**src/rtl/citadel_bridge_pkg.sv**
```systemverilog
// Shared definitions for the citadel command bridge: register offsets,
// STATUS bit positions and the command record sent to citadel_gen.
package citadel_bridge_pkg;

  // Register offsets within the 256-byte bus window
  localparam logic [7:0] OFF_CTRL       = 8'h00;
  localparam logic [7:0] OFF_EXEC       = 8'h04;
  localparam logic [7:0] OFF_RF_WE      = 8'h08;
  localparam logic [7:0] OFF_RF_ADDR    = 8'h0C;
  localparam logic [7:0] OFF_RF_WDATA   = 8'h10;
  localparam logic [7:0] OFF_FU_ID      = 8'h14;
  localparam logic [7:0] OFF_FU_OPCODE  = 8'h18;
  localparam logic [7:0] OFF_FU_RS0     = 8'h1C;
  localparam logic [7:0] OFF_FU_RS1     = 8'h20;
  localparam logic [7:0] OFF_FU_RS2     = 8'h24;
  localparam logic [7:0] OFF_FU_RD      = 8'h28;
  localparam logic [7:0] OFF_RDATA      = 8'h40;
  localparam logic [7:0] OFF_STATUS     = 8'h44;
  localparam logic [7:0] OFF_STATUS_CLR = 8'h48;

  // STATUS register layout
  localparam int ST_CMD_CNT_LSB  = 0;
  localparam int ST_RESP_CNT_LSB = 8;
  localparam int ST_CMD_OVF      = 16;
  localparam int ST_RESP_UDF     = 17;
  localparam int ST_CMD_FULL     = 18;
  localparam int ST_RESP_FULL    = 19;

  // Command record handed to citadel_gen (mirrors citadel_gen's command layout)
  typedef struct packed {
    logic        exec;
    logic        rf_we;
    logic [4:0]  rf_addr;
    logic [31:0] rf_wdata;
    logic [3:0]  fu_id;
    logic [7:0]  fu_opcode;
    logic [4:0]  fu_rs0;
    logic        fu_rs0_req;
    logic [4:0]  fu_rs1;
    logic        fu_rs1_req;
    logic [4:0]  fu_rs2;
    logic        fu_rs2_req;
    logic [4:0]  fu_rd;
  } citadel_gen_cmd_req_struct;

  localparam int CMD_W = $bits(citadel_gen_cmd_req_struct);

endpackage

```
**src/rtl/citadel_cmd_bridge_sync_fifo.sv**
```systemverilog
// Single-clock FIFO with occupancy count. Pushes into a full FIFO and pops
// from an empty FIFO are ignored. Head data is combinational from storage.
module sync_fifo #(
  parameter int WIDTH     = 32,
  parameter int DEPTH_POW = 2
) (
  input  logic                 clk_i,
  input  logic                 rst_n_i,
  input  logic                 push_i,
  input  logic [WIDTH-1:0]     wdata_i,
  input  logic                 pop_i,
  output logic [WIDTH-1:0]     rdata_o,
  output logic                 full_o,
  output logic                 empty_o,
  output logic [DEPTH_POW:0]   count_o
);

  localparam int DEPTH = 1 << DEPTH_POW;

  logic [WIDTH-1:0]     r_mem [DEPTH];
  logic [DEPTH_POW-1:0] r_wr_ptr;
  logic [DEPTH_POW-1:0] r_rd_ptr;
  logic [DEPTH_POW:0]   r_count;
  logic                 w_do_push;
  logic                 w_do_pop;

  // Full/empty come from the registered count, so both reflect the start of the cycle
  assign full_o    = (r_count == (DEPTH_POW+1)'(DEPTH));
  assign empty_o   = (r_count == '0);
  assign count_o   = r_count;
  assign w_do_push = push_i & ~full_o;
  assign w_do_pop  = pop_i & ~empty_o;
  assign rdata_o   = r_mem[r_rd_ptr];

  // Storage is not reset; only entries behind a valid count are ever observed
  always_ff @(posedge clk_i) begin
    if (w_do_push) r_mem[r_wr_ptr] <= wdata_i;
  end

  // Pointers wrap naturally at DEPTH; count tracks push minus pop
  always_ff @(posedge clk_i or negedge rst_n_i) begin
    if (!rst_n_i) begin
      r_wr_ptr <= '0;
      r_rd_ptr <= '0;
      r_count  <= '0;
    end else begin
      if (w_do_push) r_wr_ptr <= r_wr_ptr + 1'b1;
      if (w_do_pop)  r_rd_ptr <= r_rd_ptr + 1'b1;
      case ({w_do_push, w_do_pop})
        2'b10:   r_count <= r_count + 1'b1;
        2'b01:   r_count <= r_count - 1'b1;
        default: r_count <= r_count;
      endcase
    end
  end

endmodule

```
**src/rtl/citadel_cmd_bridge.sv**
```systemverilog
// UDM bus slave that stages citadel_gen commands, queues them in a CMD FIFO,
// and buffers citadel_gen responses in a RESP FIFO popped through RDATA.
//
// Bus handshake: bus_ack_o mirrors bus_req_i in the same cycle for every
// request. A read hitting the window returns bus_resp_o high for exactly one
// cycle, one cycle after the request, with bus_rdata_bo valid in that cycle.
// genfifo handshakes: a transfer happens on a clock edge where req and ack are
// both high; req never depends on ack.
module citadel_cmd_bridge
  import citadel_bridge_pkg::*;
#(
  parameter logic [31:0] BASE_ADDR      = 32'h10000000,
  parameter int          CMD_DEPTH_POW  = 2,
  parameter int          RESP_DEPTH_POW = 3
) (
  input  logic                      clk_i,
  input  logic                      rst_n_i,
  input  logic                      bus_req_i,
  input  logic                      bus_we_i,
  input  logic [31:0]               bus_addr_bi,
  input  logic [3:0]                bus_be_bi,
  input  logic [31:0]               bus_wdata_bi,
  output logic                      bus_ack_o,
  output logic                      bus_resp_o,
  output logic [31:0]               bus_rdata_bo,
  output logic                      cmd_req_genfifo_req_o,
  output citadel_gen_cmd_req_struct cmd_req_genfifo_wdata_bo,
  input  logic                      cmd_req_genfifo_ack_i,
  input  logic                      cmd_resp_genfifo_req_i,
  input  logic [31:0]               cmd_resp_genfifo_rdata_bi,
  output logic                      cmd_resp_genfifo_ack_o
);

  // Staging registers
  logic        r_exec;
  logic        r_rf_we;
  logic [4:0]  r_rf_addr;
  logic [31:0] r_rf_wdata;
  logic [3:0]  r_fu_id;
  logic [7:0]  r_fu_opcode;
  logic [4:0]  r_fu_rs0;
  logic [4:0]  r_fu_rs1;
  logic [4:0]  r_fu_rs2;
  logic [4:0]  r_fu_rd;
  logic [2:0]  r_rs_req;   // {rs2_req, rs1_req, rs0_req}

  // Sticky errors and read response
  logic        r_cmd_ovf;
  logic        r_resp_udf;
  logic        r_resp;
  logic [31:0] r_rdata;

  // Decode
  logic        w_hit;
  logic [7:0]  w_offset;
  logic        w_wr;
  logic        w_rd;
  logic        w_cmd_issue;
  logic        w_status_clr;
  logic        w_rdata_rd;
  logic        w_unused_be;

  // FIFO plumbing
  citadel_gen_cmd_req_struct w_cmd_new;
  logic [CMD_W-1:0]          w_cmd_head;
  logic                      w_cmd_push;
  logic                      w_cmd_pop;
  logic                      w_cmd_full;
  logic                      w_cmd_empty;
  logic [CMD_DEPTH_POW:0]    w_cmd_cnt;
  logic [31:0]               w_resp_head;
  logic                      w_resp_push;
  logic                      w_resp_pop;
  logic                      w_resp_full;
  logic                      w_resp_empty;
  logic [RESP_DEPTH_POW:0]   w_resp_cnt;
  logic [31:0]               w_status;
  logic [31:0]               w_rdata_mux;

  // Byte enables carry no meaning here: every access is a full word
  assign w_unused_be = ^bus_be_bi;

  assign w_hit        = (bus_addr_bi[31:8] == BASE_ADDR[31:8]);
  assign w_offset     = bus_addr_bi[7:0];
  assign w_wr         = bus_req_i & bus_we_i & w_hit;
  assign w_rd         = bus_req_i & ~bus_we_i & w_hit;
  assign bus_ack_o    = bus_req_i;
  assign w_cmd_issue  = w_wr & (w_offset == OFF_CTRL) & bus_wdata_bi[0];
  assign w_status_clr = w_wr & (w_offset == OFF_STATUS_CLR);
  assign w_rdata_rd   = w_rd & (w_offset == OFF_RDATA);

  // Full is taken from the start of the cycle, so a same-cycle pop cannot rescue an issue
  assign w_cmd_push  = w_cmd_issue & ~w_cmd_full;
  assign w_cmd_pop   = cmd_req_genfifo_req_o & cmd_req_genfifo_ack_i;
  assign w_resp_push = cmd_resp_genfifo_req_i & cmd_resp_genfifo_ack_o;
  assign w_resp_pop  = w_rdata_rd & ~w_resp_empty;

  assign cmd_req_genfifo_req_o    = ~w_cmd_empty;
  assign cmd_req_genfifo_wdata_bo = w_cmd_head;
  assign cmd_resp_genfifo_ack_o   = ~w_resp_full;
  assign bus_resp_o               = r_resp;
  assign bus_rdata_bo             = r_rdata;

  // Command pushed on CTRL: current staging plus the rs_req bits being written now
  always_comb begin
    w_cmd_new            = '0;
    w_cmd_new.exec       = r_exec;
    w_cmd_new.rf_we      = r_rf_we;
    w_cmd_new.rf_addr    = r_rf_addr;
    w_cmd_new.rf_wdata   = r_rf_wdata;
    w_cmd_new.fu_id      = r_fu_id;
    w_cmd_new.fu_opcode  = r_fu_opcode;
    w_cmd_new.fu_rs0     = r_fu_rs0;
    w_cmd_new.fu_rs0_req = bus_wdata_bi[1];
    w_cmd_new.fu_rs1     = r_fu_rs1;
    w_cmd_new.fu_rs1_req = bus_wdata_bi[2];
    w_cmd_new.fu_rs2     = r_fu_rs2;
    w_cmd_new.fu_rs2_req = bus_wdata_bi[3];
    w_cmd_new.fu_rd      = r_fu_rd;
  end

  sync_fifo #(
    .WIDTH     (CMD_W),
    .DEPTH_POW (CMD_DEPTH_POW)
  ) u_cmd_fifo (
    .clk_i   (clk_i),
    .rst_n_i (rst_n_i),
    .push_i  (w_cmd_push),
    .wdata_i (w_cmd_new),
    .pop_i   (w_cmd_pop),
    .rdata_o (w_cmd_head),
    .full_o  (w_cmd_full),
    .empty_o (w_cmd_empty),
    .count_o (w_cmd_cnt)
  );

  sync_fifo #(
    .WIDTH     (32),
    .DEPTH_POW (RESP_DEPTH_POW)
  ) u_resp_fifo (
    .clk_i   (clk_i),
    .rst_n_i (rst_n_i),
    .push_i  (w_resp_push),
    .wdata_i (cmd_resp_genfifo_rdata_bi),
    .pop_i   (w_resp_pop),
    .rdata_o (w_resp_head),
    .full_o  (w_resp_full),
    .empty_o (w_resp_empty),
    .count_o (w_resp_cnt)
  );

  // STATUS word assembly; counts are zero-extended into their byte lanes
  always_comb begin
    w_status = '0;
    w_status[ST_CMD_CNT_LSB +: 8]  = 8'(w_cmd_cnt);
    w_status[ST_RESP_CNT_LSB +: 8] = 8'(w_resp_cnt);
    w_status[ST_CMD_OVF]           = r_cmd_ovf;
    w_status[ST_RESP_UDF]          = r_resp_udf;
    w_status[ST_CMD_FULL]          = w_cmd_full;
    w_status[ST_RESP_FULL]         = w_resp_full;
  end

  // Read data selection by offset; unmapped offsets read as zero
  always_comb begin
    w_rdata_mux = '0;
    case (w_offset)
      OFF_CTRL:      w_rdata_mux = {28'b0, r_rs_req, 1'b0};
      OFF_EXEC:      w_rdata_mux = {31'b0, r_exec};
      OFF_RF_WE:     w_rdata_mux = {31'b0, r_rf_we};
      OFF_RF_ADDR:   w_rdata_mux = {27'b0, r_rf_addr};
      OFF_RF_WDATA:  w_rdata_mux = r_rf_wdata;
      OFF_FU_ID:     w_rdata_mux = {28'b0, r_fu_id};
      OFF_FU_OPCODE: w_rdata_mux = {24'b0, r_fu_opcode};
      OFF_FU_RS0:    w_rdata_mux = {27'b0, r_fu_rs0};
      OFF_FU_RS1:    w_rdata_mux = {27'b0, r_fu_rs1};
      OFF_FU_RS2:    w_rdata_mux = {27'b0, r_fu_rs2};
      OFF_FU_RD:     w_rdata_mux = {27'b0, r_fu_rd};
      OFF_RDATA:     w_rdata_mux = w_resp_empty ? 32'h0 : w_resp_head;
      OFF_STATUS:    w_rdata_mux = w_status;
      default:       w_rdata_mux = '0;
    endcase
  end

  // Staging register writes, truncated to each field's width
  always_ff @(posedge clk_i or negedge rst_n_i) begin
    if (!rst_n_i) begin
      r_exec      <= 1'b0;
      r_rf_we     <= 1'b0;
      r_rf_addr   <= '0;
      r_rf_wdata  <= '0;
      r_fu_id     <= '0;
      r_fu_opcode <= '0;
      r_fu_rs0    <= '0;
      r_fu_rs1    <= '0;
      r_fu_rs2    <= '0;
      r_fu_rd     <= '0;
      r_rs_req    <= '0;
    end else if (w_wr) begin
      case (w_offset)
        OFF_CTRL:      r_rs_req    <= bus_wdata_bi[3:1];
        OFF_EXEC:      r_exec      <= bus_wdata_bi[0];
        OFF_RF_WE:     r_rf_we     <= bus_wdata_bi[0];
        OFF_RF_ADDR:   r_rf_addr   <= bus_wdata_bi[4:0];
        OFF_RF_WDATA:  r_rf_wdata  <= bus_wdata_bi;
        OFF_FU_ID:     r_fu_id     <= bus_wdata_bi[3:0];
        OFF_FU_OPCODE: r_fu_opcode <= bus_wdata_bi[7:0];
        OFF_FU_RS0:    r_fu_rs0    <= bus_wdata_bi[4:0];
        OFF_FU_RS1:    r_fu_rs1    <= bus_wdata_bi[4:0];
        OFF_FU_RS2:    r_fu_rs2    <= bus_wdata_bi[4:0];
        OFF_FU_RD:     r_fu_rd     <= bus_wdata_bi[4:0];
        default:       ;
      endcase
    end
  end

  // Sticky error bits: set by the error event, cleared by write-1 to STATUS_CLR
  always_ff @(posedge clk_i or negedge rst_n_i) begin
    if (!rst_n_i) begin
      r_cmd_ovf  <= 1'b0;
      r_resp_udf <= 1'b0;
    end else begin
      if (w_cmd_issue && w_cmd_full)
        r_cmd_ovf <= 1'b1;
      else if (w_status_clr && bus_wdata_bi[ST_CMD_OVF])
        r_cmd_ovf <= 1'b0;
      if (w_rdata_rd && w_resp_empty)
        r_resp_udf <= 1'b1;
      else if (w_status_clr && bus_wdata_bi[ST_RESP_UDF])
        r_resp_udf <= 1'b0;
    end
  end

  // One-cycle read response for in-window reads; data is zero when idle
  always_ff @(posedge clk_i or negedge rst_n_i) begin
    if (!rst_n_i) begin
      r_resp  <= 1'b0;
      r_rdata <= '0;
    end else begin
      r_resp  <= w_rd;
      r_rdata <= w_rd ? w_rdata_mux : 32'h0;
    end
  end

endmodule

```
**config.mk**
```make
export PLATFORM = sky130hd
export DESIGN_NAME = citadel_cmd_bridge
export DESIGN_NICKNAME = d
export VERILOG_FILES = /design/src/rtl/citadel_bridge_pkg.sv /design/src/rtl/citadel_cmd_bridge_sync_fifo.sv /design/src/rtl/citadel_cmd_bridge.sv
export SDC_FILE = /design/constraint.sdc
export NUM_CORES = 1
export LEC_CHECK = 0
export BUFFER_PORTS_ARGS = -buffer_cell sky130_fd_sc_hd__buf_2
export CORE_MARGIN = 3
export CORE_UTILIZATION = 60
export DETAILED_ROUTE_END_ITERATION = 10
export HOLD_SLACK_MARGIN = 0.03
export PLACE_DENSITY = 0.8
export REMOVE_ABC_BUFFERS = 1
export SLEW_MARGIN = 20
export SYNTH_ARGS = -nofsm -noshare
export SYNTH_HDL_FRONTEND = slang
export SYNTH_SLANG_ARGS = --single-unit
export TNS_END_PERCENT = 1
```
**constraint.sdc**
```tcl
create_clock -name clk_i -period 10 [get_ports clk_i]
set_clock_uncertainty 0.1 [all_clocks]
set_input_delay 2 -clock clk_i [delete_from_list [all_inputs] [get_ports clk_i]]
set_output_delay 2 -clock clk_i [all_outputs]
set_load 0.02 [all_outputs]
```
==> impl_summary.md <==
Global routing
The met1 demand-to-capacity share in global routing is 0.330. The overall track demand over capacity in global routing is 0.245. The first global-routing pass estimated 84.7 mm of wire. Entering global routing, the biggest net connects 76 pins. The layer flagged by global routing as most heavily used is met2.

The number of antenna violations at the first check in global routing was 10. The total congestion overflow is 0. The met2 routing resource usage after global routing is 0.397. The number of global-route vias before repair came to 13700. For met3 alone, demand over resource in global routing was 0.0561.

Drt
The number of vias in the routed layout is ~13000. The final antenna-violating net count is 0. The final wirelength is approximately 56 mm. The number of DRC violations after detailed-routing iteration 0 is 1350. The pre-antenna-repair detailed-routing pass consisted of 5 iterations. The number of remaining DRC errors is 0. The via-per-instance ratio is 6.25.

After detailed routing, the average wire length per cell comes to 26.4 µm.

Clock tree
The post-cts repair resize count is 0. Clock tree synthesis inserted a total of 66 buffers. The maximum buffer depth of the clock tree is 3.

Hold repair after CTS inserted 0 buffers. TritonCTS built the clock tree. Once the clock tree was built, the setup fixing pass inserted 0 buffers. The clock tree root buffer cell is clkbuf_16. The clock insertion delay at the later pin of the skew report is 0.57 ns.

The H-tree depth is 3. Clock-pin slew was measured on the worst setup and hold paths at roughly 0.060 ns. The TritonCTS sink count is between 600 and 700.

Critical path
Measured in cells, the most critical reg-to-reg path has a length of 6. Walking the worst path, the cells encountered are buf_6 -> mux4_2 -> buf_2. The largest single stage delay on the critical path is 0.78 ns. The data arrival time of the critical path is 2.95 ns. STA classifies the critical path startpoint as a register. The critical path capture point type is an output port. By startpoint and endpoint, the worst setup path is classified as reg2out. For flop-to-flop paths, the worst setup slack is ~7 ns. The data required time at the worst endpoint is 7.90 ns. The maximum fanout along the worst path is 50. The largest individual stage delay along the critical path comes from the cell dfrtp_4.

Synth
The proportion of synthesized chip area in sequential cells is 0.756. The post-synthesis area per instance is 21.0 µm². After synthesis the netlist holds a flip-flop and latch count of slightly below 700.

The leading register cell type out of synthesis is edfxtp_1. The total standard cell area after synthesis is around 0.026 mm². The count of flip-flops with a built-in enable after synthesis is roughly 550.

The synthesized instance count is 1242. The total of warnings raised by yosys is 0. The area share of the largest cell type after synthesis is 0.635. The adder-cell area share of the yosys netlist is 0.00556. The number of unique standard cell types used by synthesis is 56. The xor/xnor share of the synthesized area is 0.00537. Yosys attributes the largest share of cell area to edfxtp_1 64%, dfrtp_1 12%, mux4_2 12%, mux2_2 4.8%, nor2_1 0.68%. The async set or reset register ratio after synthesis is 0.186.

edfxtp_1 takes more of the synthesized area than any other cell. The area fraction in and, or, nand and nor cells after synthesis is 0.0284. The complex-gate fraction of the synthesized area is 0.0195. The dominant combinational cell family by area after synthesis is multiplexers. The post-synthesis mux area share is 0.171.

Final layout
In the layout the commonest cells are 552 x edfxtp_1, 210 x buf_2, 138 x mux4_2, 122 x dfrtp_1, 111 x mux2_2. The leading cell type in the layout, fill and taps excluded is edfxtp_1. The final net count is around 1600. Of the cells placed in the final design, the portion with a size suffix greater than 1 is 0.394. The area occupied by multi-input gates is 0.00605 mm². Across the whole layout, storage elements account for 0.0197 mm². Compared with the post-synthesis result, the final layout area differs by 14.6%. Counting the fill cells in the layout gives between 2000 and 3000.

Timing
Setup repair after global routing left no endpoint under its margin. The slew at the pin closest to its max-slew limit is 1.16 ns. The relative slew slack is 0.227. The final hold violation count is 0. The final critical-path required period is 5.05 ns. The final period utilization is 0.505. The total setup violations reported at the end of the flow is 0. The highest attainable clock frequency is 198 MHz.

The number of pins with negative max-slew slack in the final report is 0. Setup total negative slack on the finished layout was measured at 0 ns.

Power and ir drop
Cell internal power was estimated by the tool at between 4 and 5 mW. Summing internal, switching and leakage power gives 6.32 mW. The switching power of the nets is approximately 1.5 mW. The combinational fraction of design power is 0.095. Summed over all cells, the static leakage comes to between 10 and 15 nW.

The worst vdd rail ir drop is 0.000216 V. The power per standard cell area is around 210 mW/mm². The part of the total power dissipated in the clock network is 0.374. Of the total power, the share spent switching nets is 0.231. Of the total power, registers draw 0.531.

Job
The number of violations of the max-capacitance limit is 0.

Status
The flow ran to the end, and the final reports show no timing, DRC or antenna violations.

Placement
The congestion estimate from routability-driven global placement came to between 0.8 and 0.9. During placement, the flow inserted port buffers numbering 211. Summed over all nets, the half-perimeter wirelength after detailed placement is 32.6 mm.

Floorplanning
The area of the die is 0.0460 mm². For this configuration, the core starts out at a cell density of 0.615. The height of the die is 215 µm. For this design the top-level I/O count stands at 216.

From left edge to right edge, the die measures 215 µm. In this run the standard cell core region covers around 0.042 mm². The total number of placement rows is 75.

Hold path
The worst hold path stage count is 1. The path type of the worst min-delay path is reg2reg.
cell usage after synthesis, types with 4 or more instances:
library cell	instances
nor2_1	47
and3_1	5
inv_1	9
a222oi_1	11
mux4_2	138
buf_4	7
o22ai_1	4
a31oi_1	5
mux2_2	111
nor3_1	5
nor4b_1	6
xor2_1	8
nand2_1	22
ha_1	10
buf_2	22
a22oi_1	23
dfrtp_1	126
xnor2_1	8
nand3_1	11
a21oi_1	7
edfxtp_1	552
nor4_1	6
clkbuf_1	31
buf_1	6
mux2i_1	7
and2_1	9
layer usage:
| layer | part of all wire | vias up |
|---|---|---|
| met3 | 0.073 | 139 |
| met2 | 0.51 | 537 |
| met5 | 0.0011 | - |
| met4 | 0.034 | 10 |
| li1 | - | 5554 |
| met1 | 0.39 | 6926 |
kinds of logic (layout without fill, tap and decap cells):
logic type | count (synthesis) | in the layout
flops | 678 | 678
mux | 258 | 258
simple gates | 135 | 135
buf+inv | 78 | 362
compound gates | 66 | 66
xor+xnor | 16 | 16
fa+ha+maj | 11 | 11
other cells | 0 | 4
through the flow:
step	worst slack, ns	area [µm²]	util	hold WS [ns]	cells
2_1_floorplan	3.83	25800	-	0.369	1173
3_3_place_gp	4.78	27800	0.655	0.385	1985
3_5_place_dp	4.73	27800	0.655	0.392	1985
4_1_cts	4.57	29800	0.704	0.405	2102
5_1_grt	4.73	29900	0.705	0.429	2105
6_report	4.95	29900	0.705	0.409	2107
path summary, 6_finish.rpt:
check	start	to
worst min-delay path	r_rs_req[0]$_DFFE_PN0N_	r_rs_req[0]$_DFFE_PN0N_
worst max register to register	u_cmd_fifo.count_o[0]$_DFFE_PN0P_	u_cmd_fifo.r_mem[3][11]$_DFFE_PP_
min in group asynchronous	rst_n_i	u_cmd_fifo.r_rd_ptr[0]$_DFFE_PN0P_
worst max-delay path	u_cmd_fifo.r_rd_ptr[0]$_DFFE_PN0P_	cmd_req_genfifo_wdata_bo[30]
max in group asynchronous	rst_n_i	bus_rdata_bo[26]$_DFF_PN0_
worst min register to register	r_rs_req[0]$_DFFE_PN0N_	r_rs_req[0]$_DFFE_PN0N_
registers in the layout, indices dropped and copies added (netlist names), 4 cells and up:
| register | flops |
|---|---|
| r_fu_id | 4 |
| r_fu_rs1 | 5 |
| u_cmd_fifo.r_mem | 296 |
| r_fu_opcode | 8 |
| bus_rdata_bo | 32 |
| r_rf_addr | 5 |
| r_rf_wdata | 32 |
| u_resp_fifo.r_mem | 256 |
| r_fu_rs0 | 5 |
| r_fu_rd | 5 |
| r_fu_rs2 | 5 |
| u_resp_fifo.count_o | 4 |
critical path, delay by kind of cell, from the launching register on:
family | cells | cell delay, ns
buf+inv | 2 | 0.82
mux | 1 | 0.65
flops | 1 | 0.78
final cells by class:
cell class,count,area share
sequential,678,0.660
clock inverter,26,0.00670
antenna,4,0.000335
timing repair buffer,236,0.0427
clock buffer,91,0.0622
tap,577,0.0242
inverter,9,0.00113
multi-input combinational,486,0.202
power by group through the flow:
stage	Sequential [mW]	Clock, mW	Combinational, mW
detailed placement	3.46	0	0.558
CTS	3.40	2.41	0.561
global route	3.38	2.52	0.648
global placement	3.44	0	0.542
finish	3.36	2.36	0.600
floorplan	3.44	0	0.336
Note: power is estimated with default switching activity, not from simulation.
